===== config.mk =====
export PLATFORM = sky130hd
export DESIGN_NAME = wb_rr_arbiter
export DESIGN_NICKNAME = d
export VERILOG_FILES = /design/src/rtl/wb_pkg.sv /design/src/rtl/wb_rr_pick.sv /design/src/rtl/wb_rr_arbiter.sv
export SDC_FILE = /design/constraint.sdc
export NUM_CORES = 1
export LEC_CHECK = 0
export ABC_AREA = 0
export BUFFER_PORTS_ARGS = -buffer_cell sky130_fd_sc_hd__buf_2
export CAP_MARGIN = 20
export CORE_AREA = 2 2 83 85
export CTS_BUF_LIST = sky130_fd_sc_hd__clkbuf_16
export CTS_CLUSTER_SIZE = 24
export DETAILED_ROUTE_END_ITERATION = 12
export DIE_AREA = 0 0 85 87
export PLACE_DENSITY = 0.67
export SLEW_MARGIN = 20
export SYNTH_ARGS = -nofsm -noshare
export SYNTH_HDL_FRONTEND = slang
export SYNTH_SLANG_ARGS = --single-unit

===== constraint.sdc =====
create_clock -name clk_i -period 1.1 [get_ports clk_i]
set_input_delay 0.055 -clock clk_i [delete_from_list [all_inputs] [get_ports clk_i]]
set_output_delay 0.055 -clock clk_i [all_outputs]
set_load 0.01 [all_outputs]

===== src/rtl/wb_pkg.sv =====
// Shared Wishbone widths and arbiter FSM state encodings.
package wb_pkg;
  localparam int WB_ADR_W = 32;
  localparam int WB_DAT_W = 16;
  localparam int WB_SEL_W = 2;

  typedef enum logic [1:0] {
    ST_IDLE  = 2'd0,
    ST_OWN   = 2'd1,
    ST_ABORT = 2'd2
  } wb_state_e;
endpackage


===== src/rtl/wb_rr_pick.sv =====
// Combinational round-robin picker: first requester after the one-hot last winner, circularly.
module wb_rr_pick #(
  parameter int N = 2
) (
  input  logic [N-1:0] i_req,
  input  logic [N-1:0] i_last,
  output logic [N-1:0] o_grant
);
  localparam int IW = (N > 1) ? $clog2(N) : 1;

  logic [IW-1:0] w_last_idx;
  logic [IW-1:0] w_idx;
  logic          w_found;

  always_comb begin
    w_last_idx = '0;
    for (int i = 0; i < N; i++) begin
      if (i_last[i]) w_last_idx = IW'(i);
    end
  end

  // Offset N wraps back to the last winner itself, so a lone requester can win again.
  always_comb begin
    o_grant = '0;
    w_found = 1'b0;
    w_idx   = '0;
    for (int k = 1; k <= N; k++) begin
      w_idx = IW'((int'(w_last_idx) + k) % N);
      if (!w_found && i_req[w_idx]) begin
        o_grant[w_idx] = 1'b1;
        w_found        = 1'b1;
      end
    end
  end
endmodule


===== src/rtl/wb_rr_arbiter.sv =====
// Round-robin Wishbone arbiter/mux sharing one slave bus between NUM_MASTERS masters.
// Define WB_ARB_TIMEOUT_EN to add the stalled-cycle timeout (error pulse, ABORT state, fault_o).
module wb_rr_arbiter
  import wb_pkg::*;
#(
  parameter int NUM_MASTERS   = 2,
  parameter int TIMEOUT_WIDTH = 5
) (
  input  logic                            clk_i,
  input  logic                            rst_i,
  input  logic [NUM_MASTERS-1:0]          m_cyc_i,
  input  logic [NUM_MASTERS-1:0]          m_stb_i,
  input  logic [NUM_MASTERS-1:0]          m_we_i,
  input  logic [WB_SEL_W*NUM_MASTERS-1:0] m_sel_i,
  input  logic [WB_ADR_W*NUM_MASTERS-1:0] m_adr_i,
  input  logic [WB_DAT_W*NUM_MASTERS-1:0] m_dat_i,
  output logic [WB_DAT_W-1:0]             m_dat_o,
  output logic [NUM_MASTERS-1:0]          m_ack_o,
  output logic [NUM_MASTERS-1:0]          m_err_o,
  output logic                            s_cyc_o,
  output logic                            s_stb_o,
  output logic                            s_we_o,
  output logic [WB_SEL_W-1:0]             s_sel_o,
  output logic [WB_ADR_W-1:0]             s_adr_o,
  output logic [WB_DAT_W-1:0]             s_dat_o,
  input  logic                            s_ack_i,
  input  logic                            s_err_i,
  input  logic [WB_DAT_W-1:0]             s_dat_i,
  output logic [NUM_MASTERS-1:0]          grant_o,
  output logic                            fault_o,
  output wb_state_e                       dbg_state_o
);
  localparam int N = NUM_MASTERS;

  if (NUM_MASTERS < 2 || NUM_MASTERS > 8 || TIMEOUT_WIDTH < 1) begin : g_bad_cfg
    $error("wb_rr_arbiter: unsupported NUM_MASTERS/TIMEOUT_WIDTH");
  end

  wb_state_e     r_state, w_state_nxt;
  logic [N-1:0]  r_grant, w_grant_nxt;
  logic [N-1:0]  r_last, w_last_nxt;
  logic [N-1:0]  w_pick;
  logic          w_in_own;
  logic          w_timeout;
  logic          w_own_cyc, w_own_stb, w_own_we;
  logic [WB_SEL_W-1:0] w_own_sel;
  logic [WB_ADR_W-1:0] w_own_adr;
  logic [WB_DAT_W-1:0] w_own_dat;

  wb_rr_pick #(.N(N)) u_pick (
    .i_req   (m_cyc_i),
    .i_last  (r_last),
    .o_grant (w_pick)
  );

  // r_grant is one-hot or zero, so an OR-mux selects the owner's signals.
  always_comb begin
    w_own_cyc = 1'b0;
    w_own_stb = 1'b0;
    w_own_we  = 1'b0;
    w_own_sel = '0;
    w_own_adr = '0;
    w_own_dat = '0;
    for (int k = 0; k < N; k++) begin
      if (r_grant[k]) begin
        w_own_cyc = m_cyc_i[k];
        w_own_stb = m_stb_i[k];
        w_own_we  = m_we_i[k];
        w_own_sel = m_sel_i[k*WB_SEL_W +: WB_SEL_W];
        w_own_adr = m_adr_i[k*WB_ADR_W +: WB_ADR_W];
        w_own_dat = m_dat_i[k*WB_DAT_W +: WB_DAT_W];
      end
    end
  end

  // Handshake: a master holds cyc for its whole tenure; a transfer completes in any OWN
  // cycle where stb is high and the slave answers with ack or err (no wait on our side).
  assign w_in_own = (r_state == ST_OWN);
  assign s_cyc_o  = w_in_own & w_own_cyc;
  assign s_stb_o  = w_in_own & w_own_stb;
  assign s_we_o   = w_in_own & w_own_we;
  assign s_sel_o  = w_in_own ? w_own_sel : '0;
  assign s_adr_o  = w_in_own ? w_own_adr : '0;
  assign s_dat_o  = w_in_own ? w_own_dat : '0;
  assign m_dat_o  = s_dat_i;
  assign m_ack_o  = r_grant & {N{s_ack_i & s_stb_o}};
  assign m_err_o  = r_grant & {N{(s_err_i & s_stb_o) | w_timeout}};
  assign grant_o  = r_grant;
  assign dbg_state_o = r_state;

  always_comb begin
    w_state_nxt = r_state;
    w_grant_nxt = r_grant;
    w_last_nxt  = r_last;
    case (r_state)
      ST_IDLE: begin
        if (|m_cyc_i) begin
          w_state_nxt = ST_OWN;
          w_grant_nxt = w_pick;
        end
      end
      ST_OWN, ST_ABORT: begin
        if (!w_own_cyc) begin
          w_state_nxt = ST_IDLE;
          w_grant_nxt = '0;
          w_last_nxt  = r_grant;
        end else if (r_state == ST_OWN && w_timeout) begin
          w_state_nxt = ST_ABORT;
        end
      end
      default: begin
        w_state_nxt = ST_IDLE;
        w_grant_nxt = '0;
      end
    endcase
  end

  always_ff @(posedge clk_i or posedge rst_i) begin
    if (rst_i) begin
      r_state <= ST_IDLE;
      r_grant <= '0;
      r_last  <= {1'b1, {(N-1){1'b0}}};
    end else begin
      r_state <= w_state_nxt;
      r_grant <= w_grant_nxt;
      r_last  <= w_last_nxt;
    end
  end

`ifdef WB_ARB_TIMEOUT_EN
  logic [TIMEOUT_WIDTH-1:0] r_cnt;
  logic                     r_fault;
  logic                     w_grant_evt;

  assign w_grant_evt = (r_state == ST_IDLE) & (|m_cyc_i);
  assign w_timeout   = s_stb_o & ~s_ack_i & ~s_err_i & (&r_cnt);
  assign fault_o     = r_fault;

  always_ff @(posedge clk_i or posedge rst_i) begin
    if (rst_i) begin
      r_cnt   <= '0;
      r_fault <= 1'b0;
    end else begin
      if (w_grant_evt || s_ack_i || s_err_i) r_cnt <= '0;
      else if (s_stb_o && !(&r_cnt))         r_cnt <= r_cnt + 1'b1;
      if (w_grant_evt)    r_fault <= 1'b0;
      else if (w_timeout) r_fault <= 1'b1;
    end
  end
`else
  assign w_timeout = 1'b0;
  assign fault_o   = 1'b0;
`endif
endmodule


==> results.json, run 1 <==
{
  "status": "complete, but fails checks",
  "violations": "setup timing",
  "dpl.hpwl_mm": 4.211,
  "ys_types": 28,
  "setup_viol": 58,
  "synth_top_area_frac": 0.3931,
  "grt_max_degree": 29,
  "diodes": 0,
  "peakVddDrop_v": 0.002109,
  "synthFlopType": "dfrtp_1",
  "cp.arrival_ps": 1410,
  "clock-sinks": 4,
  "ys_seq_area_frac": 0.06368,
  "synthToLayoutAreaGrowth_pct": 63.13,
  "cp-start-kind": "flop",
  "ys_seq_elements": 4,
  "synthArstFlopShare": 1.000,
  "portBuffers": 169,
  "h-tree-depth": 1,
  "wl_mm": 5.238,
  "synth_edf_count": 0,
  "synth_area_leaders": "a22oi_2, nor2_2, buf_4",
  "final_layout_size_suffix_gt1_frac": 0.9045,
  "min_period_over_period": 1.332,
  "cts_inserted_buffers": 3,
  "drv_cap": 0,
  "p_total_mw": 6.081,
  "antenna_found_initial": 0,
  "post_drt_wl_per_cell_um": 12.62,
  "path_class": "flop to primary output",
  "rsz0062_at_grt": "true",
  "synth_top_cell_by_area": "a22oi_2",
  "cts.clk_slew.worst_paths_ps": 30,
  "crit_path_end_kind": "primary output",
  "min_path_type": "primary input to primary output",
  "num_rows": 30,
  "drtPass1Iterations": 4,
  "drt-initial-drc-count": 33,
  "core_sq_mm": 0.006569,
  "finalSetupTns_ps": -17040,
  "cts_root_buf": "clkbuf_16",
  "detail-route-antenna-nets": 0,
  "die-area_sq_mm": 0.007395,
  "worst_hold_slack_ps": 110.0,
  "cp_max_fo": 26,
  "timing.final.crit_period_ps": 1465,
  "vias_per_cell": 4.578,
  "post_cts_buffers": 0,
  "skew_ps": 4.302,
  "finalHoldViolations": 0,
  "dieHeight_um": 87,
  "final_cell_area_sq_mm": 0.002596,
  "synth_area_per_cell_sq_um": 9.094,
  "setup_slack_ps": -365.0,
  "worstSkewPairLatency_ps": 230,
  "io_pins": 204,
  "slew_viol_final": 0,
  "gp_congestion": 0.7026,
  "dieWidth_um": 85,
  "cts.path.max_buffers": 2,
  "p_per_area_mw_per_mm2": 2342,
  "placed_area_sq_mm": 0.002425,
  "start_util": 0.2423,
  "remaining_drc_errors": 0,
  "synthesis.instances": 175,
  "cp.required_ps": 1040,
  "yosys_warnings": 0,
  "grt_usage": 0.1231,
  "syn_area_sq_mm": 0.001592,
  "gr-total-overflow": 0,
  "grt_pass1_vias": 1792,
  "leakage_nw": 1.264,
  "vias": 1900,
  "nets": 462,
  "max_freq_mhz": 682.6,
  "cts_tree": "built",
  "r2r_slack_ps": 0,
  "utilization": 0.3952,
  "grt_pass1_wl_mm": 7.755
}
[what timing repair did]
item | in CTS | in global routing
setup endpoints to repair | 59 | 59
pin swaps | 2 | 1
endpoints found under the hold margin | 4 | 0
resized for setup | 8 | 0
cloned | 0 | 2
hold buffers | 1 | 0
[sequential cells by signal, summed over array words and instances (netlist names)]
name,count
r_last,1
dbg_state_o,1
grant_o,2
[layer usage]
| layer | share of wire | global-route usage | up-vias |
|---|---|---|---|
| met5 | 0 | 0 | - |
| met4 | 0.020 | 0.03896 | 0 |
| met3 | 0.079 | 0.02275 | 16 |
| met2 | 0.54 | 0.2450 | 85 |
| met1 | 0.36 | 0.1289 | 873 |
| li1 | - | - | 926 |
[stage by stage]
stage | std cells | setup slack, ps
finish | 415 | -365.0
global route | 415 | -424.9
CTS | 413 | -372.8
detailed placement | 408 | -131.7
global placement | 408 | -111.5
floorplan | 176 | 2.800
[path summary, 6_finish.rpt]
path / startpoint / endpoint / cells after the start
worst max register to register: grant_o[1]$_DFFE_PP0P_ / grant_o[0]$_DFFE_PP0P_ / 4
max in group asynchronous: rst_i / r_last[1]$_DFFE_PP1P_ / 3
min in group asynchronous: rst_i / grant_o[1]$_DFFE_PP0P_ / 3
worst min-delay path: s_dat_i[0] / m_dat_o[0] / 0
worst max-delay path: grant_o[1]$_DFFE_PP0P_ / s_stb_o / 5
worst min register to register: dbg_state_o[0]$_DFFE_PP0P_ / dbg_state_o[0]$_DFFE_PP0P_ / 1
[synth_stat cells (all sizes together) (2+ instances only)]
cell type	n
dfrtp	3
nor2b	2
buf	37
nor2	58
a22oi	52
a21oi	2
nand2	8
inv	2
o21ai	2
[where the power goes]
part           leakage [nW]  total (mW)  internal (mW)  switching, mW
Clock                0.0423       0.576          0.469          0.107
Sequential           0.0446       0.297          0.234         0.0627
Combinational          1.18        5.21           2.47           2.73
Total                  1.26        6.08           3.18           2.90
[worst max-delay path: stages (launching register included)]
cell     delay [ps]
dfrtp_2         420
nor2b_4         170
buf_12          220
nand2_1          90
a21oi_2         130
buf_2           140
[cell type report]
class / count / area (sq um)
fillers: 672 / 3973
flip-flops and latches: 4 / 103.9
multi-input cells: 133 / 1140
inverters: 2 / 7.507
clock buffers: 3 / 75.07
repair buffers: 192 / 1166
well taps: 80 / 100.1
clock inverters: 1 / 3.754
[kinds of logic (layout without fill, tap and decap cells)]
family | after synthesis | count (layout) | share of synthesized area
and+or+nand+nor | 69 | 69 | 0.2524
AOI/OAI and AO/OA | 60 | 60 | 0.4395
buffers and inverters | 39 | 198 | 0.2288
DFF | 4 | 4 | 0.06368
muxes | 2 | 2 | 0.01336
other | 1 | 2 | 0.002356
[placed cells by master (no fill, tap or decap), drive strengths merged, types with 2 or more instances in the layout]
cell type / instances
conb: 2
a22oi: 52
nor2b: 2
a21oi: 2
inv: 3
clkbuf: 5
dfrtp: 3
o21ai: 2
nor2: 58
nand2: 8
buf: 189
No activity file was read; power rests on OpenSTA's default activity.
==> inputs of run 2 (changes only) <==
--- a/config.mk
+++ b/config.mk
@@ -5,15 +5,14 @@
 export SDC_FILE = /design/constraint.sdc
 export NUM_CORES = 1
 export LEC_CHECK = 0
-export ABC_AREA = 0
+export ABC_AREA = 1
 export BUFFER_PORTS_ARGS = -buffer_cell sky130_fd_sc_hd__buf_2
 export CAP_MARGIN = 20
-export CORE_AREA = 2 2 83 85
+export CORE_AREA = 2 2 80 82
 export CTS_BUF_LIST = sky130_fd_sc_hd__clkbuf_16
 export CTS_CLUSTER_SIZE = 24
 export DETAILED_ROUTE_END_ITERATION = 12
-export DIE_AREA = 0 0 85 87
-export PLACE_DENSITY = 0.67
+export DIE_AREA = 0 0 82 84
 export SLEW_MARGIN = 20
 export SYNTH_ARGS = -nofsm -noshare
 export SYNTH_HDL_FRONTEND = slang
==> run 2 against run 1 <==
The run still ends with setup timing left. Highest routed layer unchanged. Power down 9.5%. Combinational power decreased by 12%. Setup slack better by 48 ps. Critical endpoint is now s_adr_o[24]. Critical path type unchanged.
==> results.json, run 2 <==
{
  "synthesis.instances": 234,
  "drv_cap": 0,
  "synth_edf_count": 0,
  "grt_usage": 0.1392,
  "yosys_warnings": 0,
  "min_path_type": "primary input to primary output",
  "dieWidth_um": 82,
  "ys_types": 17,
  "antenna_found_initial": 0,
  "post-synth-top-count-cell": "nand2_1",
  "h-tree-depth": 1,
  "cts.clk_slew.worst_paths_ps": 30,
  "ys_seq_area_frac": 0.08308,
  "io_pins": 204,
  "clock-sinks": 4,
  "dpl.hpwl_mm": 4.180,
  "final_cell_mix": "buf_2, nand2_1, a21oi_2, inv_1, buf_4",
  "r2r-end": "grant_o[1]$_DFFE_PP0P_",
  "num_rows": 29,
  "remaining_drc_errors": 0,
  "cp-start-kind": "flop",
  "ys_seq_elements": 4,
  "gr-total-overflow": 0,
  "skew_ps": 2.166,
  "r2r-start": "dbg_state_o[0]$_DFFE_PP0P_",
  "synthToLayoutAreaGrowth_pct": 96.00,
  "portBuffers": 169,
  "worstSkewPairLatency_ps": 220,
  "synth_area_per_cell_sq_um": 5.213,
  "wl_mm": 5.377,
  "synth_top_area_frac": 0.3508,
  "grt_max_degree": 32,
  "leakage_nw": 1.307,
  "detail-route-antenna-nets": 0,
  "synthFlopType": "dfrtp_1",
  "max_freq_mhz": 705.6,
  "synth_area_leaders": "nand2_1, a21oi_1, buf_4",
  "status": "complete, but fails checks",
  "syn_area_sq_mm": 0.001220,
  "drt-initial-drc-count": 51,
  "grt_pass1_vias": 1842,
  "whs_endpoint": "m_dat_o[0]",
  "start_util": 0.2001,
  "timing.final.crit_period_ps": 1417,
  "setup_viol": 58,
  "slew_viol_final": 0,
  "cp.required_ps": 1040,
  "cp_max_fo": 15,
  "cp.arrival_ps": 1360,
  "layout_commonest_cell": "buf_2",
  "post-place-cells": 455,
  "finalHoldViolations": 0,
  "cts.path.max_buffers": 2,
  "utilization": 0.3922,
  "violations": "setup timing",
  "p_total_mw": 5.501,
  "crit_path_end_kind": "primary output",
  "rsz0062_at_grt": "true",
  "path_class": "flop to primary output",
  "vias_per_cell": 4.310,
  "nets": 514,
  "diodes": 0,
  "cpMaxStageDelayCell": "dfrtp_2",
  "peakVddDrop_v": 0.001724,
  "setup_slack_ps": -317.2,
  "grt_pass1_wl_mm": 7.872,
  "synth_top_cell_by_area": "nand2_1",
  "dieHeight_um": 84,
  "hold_depth": 0,
  "instances_no_fill": 464,
  "r2r_slack_ps": 70,
  "worstPathCellList": "nor2_8, buf_12, nand2_1, a21oi_2, buf_2",
  "die-area_sq_mm": 0.006888,
  "final_layout_size_suffix_gt1_frac": 0.6357,
  "p_per_area_mw_per_mm2": 2301,
  "slowest_delay_ps": 450,
  "drtPass1Iterations": 4,
  "hold_path_startpoint": "s_dat_i[0]",
  "synth_common_cells": "nand2_1, a21oi_1, buf_4, buf_6, buf_2",
  "cts_tree": "built",
  "cts_inserted_buffers": 3,
  "post_drt_wl_per_cell_um": 11.59,
  "reg2reg_depth": 4,
  "cts_root_buf": "clkbuf_16",
  "gp_congestion": 0.7630,
  "largest_register_ffs": 2,
  "min_period_over_period": 1.288,
  "vias": 2000,
  "worst_hold_slack_ps": 110.0,
  "core_sq_mm": 0.006096,
  "synthArstFlopShare": 1.000
}
==> run 2: how the worst max path moves through the flow <==
stage               slack [ps]  cells past startpoint                    from           to
floorplan                    3                      5  grant_o[0]$_DFFE_PP0P_   s_adr_o[0]
global placement           -90                      5  grant_o[1]$_DFFE_PP0P_  s_adr_o[24]
detailed placement        -120                      5  grant_o[1]$_DFFE_PP0P_  s_adr_o[24]
CTS                       -350                      5  grant_o[1]$_DFFE_PP0P_  s_adr_o[24]
global route              -400                      5  grant_o[1]$_DFFE_PP0P_  s_adr_o[30]
finish                    -320                      5  grant_o[1]$_DFFE_PP0P_  s_adr_o[24]
==> run 2: cell families (layout without fill, tap and decap cells) <==
logic type | Yosys count | after routing | share of synthesized area
and+or+nand+nor | 129 | 129 | 0.4226
AOI/OAI and AO/OA | 55 | 55 | 0.2277
DFF | 4 | 4 | 0.08308
other | 1 | 2 | 0.003074
buffers and inverters | 45 | 197 | 0.2636
==> run 2: final cells by class <==
type | instances | area (sq um)
Fill cell | 659 | 3705
Timing Repair Buffer | 185 | 1081
Multi-Input combinational cell | 186 | 1002
Sequential cell | 4 | 102.6
Tap cell | 77 | 96.34
Clock buffer | 3 | 75.07
Inverter | 8 | 30.03
Clock inverter | 1 | 3.754
==> run 2: critical path, delay by kind of cell, from the launching register on <==
| family | cells | cell delay, ps |
|---|---|---|
| flops | 1 | 450 |
| buf+inv | 2 | 310 |
| simple gates | 2 | 250 |
| compound gates | 1 | 130 |
==> run 2: metal layers <==
metal / up-vias / track usage / wire length (um)
met4: 0 / 0.02121 / 24
met3: 4 / 0.02922 / 639
met5: - / 0 / 0
li1: 1028 / - / -
met1: 855 / 0.1423 / 1924
met2: 113 / 0.2809 / 2788
==> run 2: timing repair <==
item,CTS,global route
pin swaps,0,0
cloned,1,1
hold buffers,1,0
resized for setup,2,3
hold endpoints to repair,4,0
endpoints found under the setup margin,58,59
setup buffers,2,0
==> run 2: per-stage QoR <==
stage	instance area, sq um	setup TNS (ps)	setup slack, ps
after floorplan	1415	0	2.690
after global placement	2221	-3459	-94.51
after detailed placement	2221	-4256	-119.4
after CTS	2356	-17690	-348.0
after global routing	2391	-20990	-403.4
final	2391	-16360	-317.2
==> run 2: power by group <==
group	internal, mW	total, mW	leakage, nW	switching, mW
registers	0.237	0.318	0.0456	0.0809
logic	1.99	4.61	1.22	2.62
clock network	0.469	0.575	0.0423	0.106
==> inputs of run 3 (changes only) <==
--- a/config.mk
+++ b/config.mk
@@ -7,7 +7,6 @@
 export LEC_CHECK = 0
 export ABC_AREA = 1
 export BUFFER_PORTS_ARGS = -buffer_cell sky130_fd_sc_hd__buf_2
-export CAP_MARGIN = 20
 export CORE_AREA = 2 2 80 82
 export CTS_BUF_LIST = sky130_fd_sc_hd__clkbuf_16
 export CTS_CLUSTER_SIZE = 24
@@ -16,4 +15,5 @@
 export SLEW_MARGIN = 20
 export SYNTH_ARGS = -nofsm -noshare
 export SYNTH_HDL_FRONTEND = slang
+export SYNTH_HIERARCHICAL = 1
 export SYNTH_SLANG_ARGS = --single-unit
==> run 3 against run 2 <==
The run still ends with setup timing left. Critical endpoint is now s_adr_o[5]. Critical path depth increased by 1. Cell area grew 7.7%. Worst hold slack unchanged. Critical path type unchanged. Setup slack got worse by 33 ps. Synthesized cell count shrank 0.43%. Clock skew rose by 0.75 ps. Sequential power up 2%. Wire length grew 8.5%. Combinational power rose by 5.6%. Die area unchanged. Sequential cell count unchanged. Final cell count increased by 1.7%.
==> results.json, run 3 <==
{
  "finalHoldViolations": 0,
  "drtPass1Iterations": 4,
  "nets": 522,
  "utilization": 0.4224,
  "remaining_drc_errors": 0,
  "gp_congestion": 0.7521,
  "max_freq_mhz": 689.7,
  "io_pins": 204,
  "setup_viol": 62,
  "skew_ps": 2.916,
  "h-tree-depth": 1,
  "num_rows": 29,
  "p_per_area_mw_per_mm2": 2245,
  "core_sq_mm": 0.006096,
  "cpMaxStageDelayCell": "dfrtp_2",
  "gr-total-overflow": 0,
  "worst_hold_slack_ps": 110.0,
  "post_drt_wl_per_cell_um": 12.36,
  "power_frac_seq": 0.056,
  "grt_pass1_vias": 1863,
  "fillers": 651,
  "worstPathCellList": "nor2_4, buf_12, clkbuf_16, nand2_2, a21oi_2, buf_2",
  "grt_usage": 0.1406,
  "vias_per_cell": 4.415,
  "synthesis.instances": 233,
  "cts_inserted_buffers": 3,
  "cp.required_ps": 1040,
  "drt-initial-drc-count": 41,
  "syn_area_sq_mm": 0.001187,
  "leakage_nw": 1.343,
  "clkPwrFrac": 0.102,
  "grt_pass1_wl_mm": 7.866,
  "slew_viol_final": 0,
  "wl_mm": 5.833,
  "slowest_delay_ps": 430,
  "setup_slack_ps": -349.9,
  "rsz0062_at_grt": "true",
  "worstSkewPairLatency_ps": 230,
  "grt_max_degree": 32,
  "power.internal_mw": 2.899,
  "largest_register_ffs": 2,
  "yosys_warnings": 6,
  "start_util": 0.1948,
  "dpl.hpwl_mm": 4.294,
  "synth_area_per_cell_sq_um": 5.096,
  "crit_start": "grant_o[1]$_DFFE_PP0P_",
  "cts.path.max_buffers": 2,
  "diodes": 0,
  "cts_tree": "built",
  "peakVddDrop_v": 0.001239,
  "synthToLayoutAreaGrowth_pct": 116.9,
  "portBuffers": 169,
  "cp_max_fo": 7,
  "die-area_sq_mm": 0.006888,
  "p_total_mw": 5.780,
  "layout_commonest_cell": "buf_2",
  "detail-route-antenna-nets": 0,
  "cp-start-kind": "flop",
  "status": "complete, but fails checks",
  "path_class": "flop to primary output",
  "cts_root_buf": "clkbuf_16",
  "hold_path_startpoint": "s_dat_i[5]",
  "multi_input_area_sq_mm": 0.001070,
  "p_sw_frac": 0.4984,
  "regArea_sq_um": 105.1,
  "cts.clk_slew.worst_paths_ps": 30,
  "min_period_over_period": 1.318,
  "preCtsSetupSlack_ps": -119.1,
  "min_path_type": "primary input to primary output",
  "timing.final.crit_period_ps": 1450,
  "r2r-start": "grant_o[1]$_DFFE_PP0P_",
  "dieWidth_um": 82,
  "final_layout_size_suffix_gt1_frac": 0.7063,
  "vias": 2084,
  "comb_power_share": 0.842,
  "dieHeight_um": 84,
  "drv_cap": 0,
  "cp.arrival_ps": 1390,
  "clock-sinks": 4,
  "power_switching_mw": 2.881,
  "crit_path_end_kind": "primary output",
  "final_cell_mix": "buf_2, nand2_1, a21oi_2, nand2_2, buf_4",
  "violations": "setup timing",
  "antenna_found_initial": 0
}
[run 3: cell types whose count changed in the layout (fill, tap and decap cells not counted), moves of 2 or more]
cell       change
buf_4          +2
buf_6          +4
clkbuf_16      +3
dfrtp_1        -2
dfrtp_2        +2
nand2_1       -18
nand2_2       +14
nand2_4        +5
o21ai_0        -2
[run 3: what timing repair did]
| item | 4_1_cts | 5_1_grt |
|---|---|---|
| endpoints found under the hold margin | 4 | 0 |
| setup endpoints to repair | 58 | 62 |
| pin swaps | 0 | 7 |
| buffers inserted | 3 | 3 |
| gates resized for setup | 10 | 27 |
| hold buffers | 1 | 0 |
| gates cloned | 0 | 5 |
[run 3: worst paths after layout]
path	end	slack, ps	cells past startpoint
worst max-delay path	s_adr_o[5]	-350	6
worst min-delay path	m_dat_o[5]	110	0
worst max register to register	grant_o[1]$_DFFE_PP0P_	-260	8
worst min register to register	r_last[1]$_DFFE_PP1P_	500	2
max in group asynchronous	r_last[1]$_DFFE_PP1P_	630	3
min in group asynchronous	dbg_state_o[0]$_DFFE_PP0P_	240	3
[run 3: critical path, delay by kind of cell, from the launching register on]
family / cells / cell delay (ps)
compound gates: 1 / 120
flops: 1 / 430
buf+inv: 3 / 450
simple gates: 2 / 160
[run 3: cell type report]
type	instances	area share
tap	77	0.03741
inverter	9	0.01409
sequential	4	0.04082
multi-input combinational	185	0.4155
clock buffer	3	0.02915
clock inverter	1	0.001458
timing repair buffer	193	0.4616
[run 3: per-layer routing]
layer / vias to the layer above / part of all wire / global-route usage
li1: 1045 / - / -
met1: 922 / 0.36 / 0.1373
met2: 108 / 0.53 / 0.2801
met3: 9 / 0.10 / 0.03030
met4: 0 / 0.011 / 0.04242
met5: - / 0 / 0
[run 3: power groups by stage]
stage / clock [mW] / combinational, mW / sequential (mW)
floorplan: 0 / 2.72 / 0.301
global placement: 0 / 3.96 / 0.314
detailed placement: 0 / 4.00 / 0.321
CTS: 0.597 / 4.20 / 0.324
global route: 0.615 / 5.29 / 0.339
finish: 0.589 / 4.87 / 0.325
[run 3: stage by stage]
| stage | std cells | TNS, ps | area, sq um |
|---|---|---|---|
| after floorplan | 234 | 0 | 1388 |
| after global placement | 456 | -2742 | 2207 |
| after detailed placement | 456 | -3742 | 2207 |
| after CTS | 464 | -17400 | 2345 |
| after global routing | 472 | -22360 | 2575 |
| final | 472 | -18640 | 2575 |
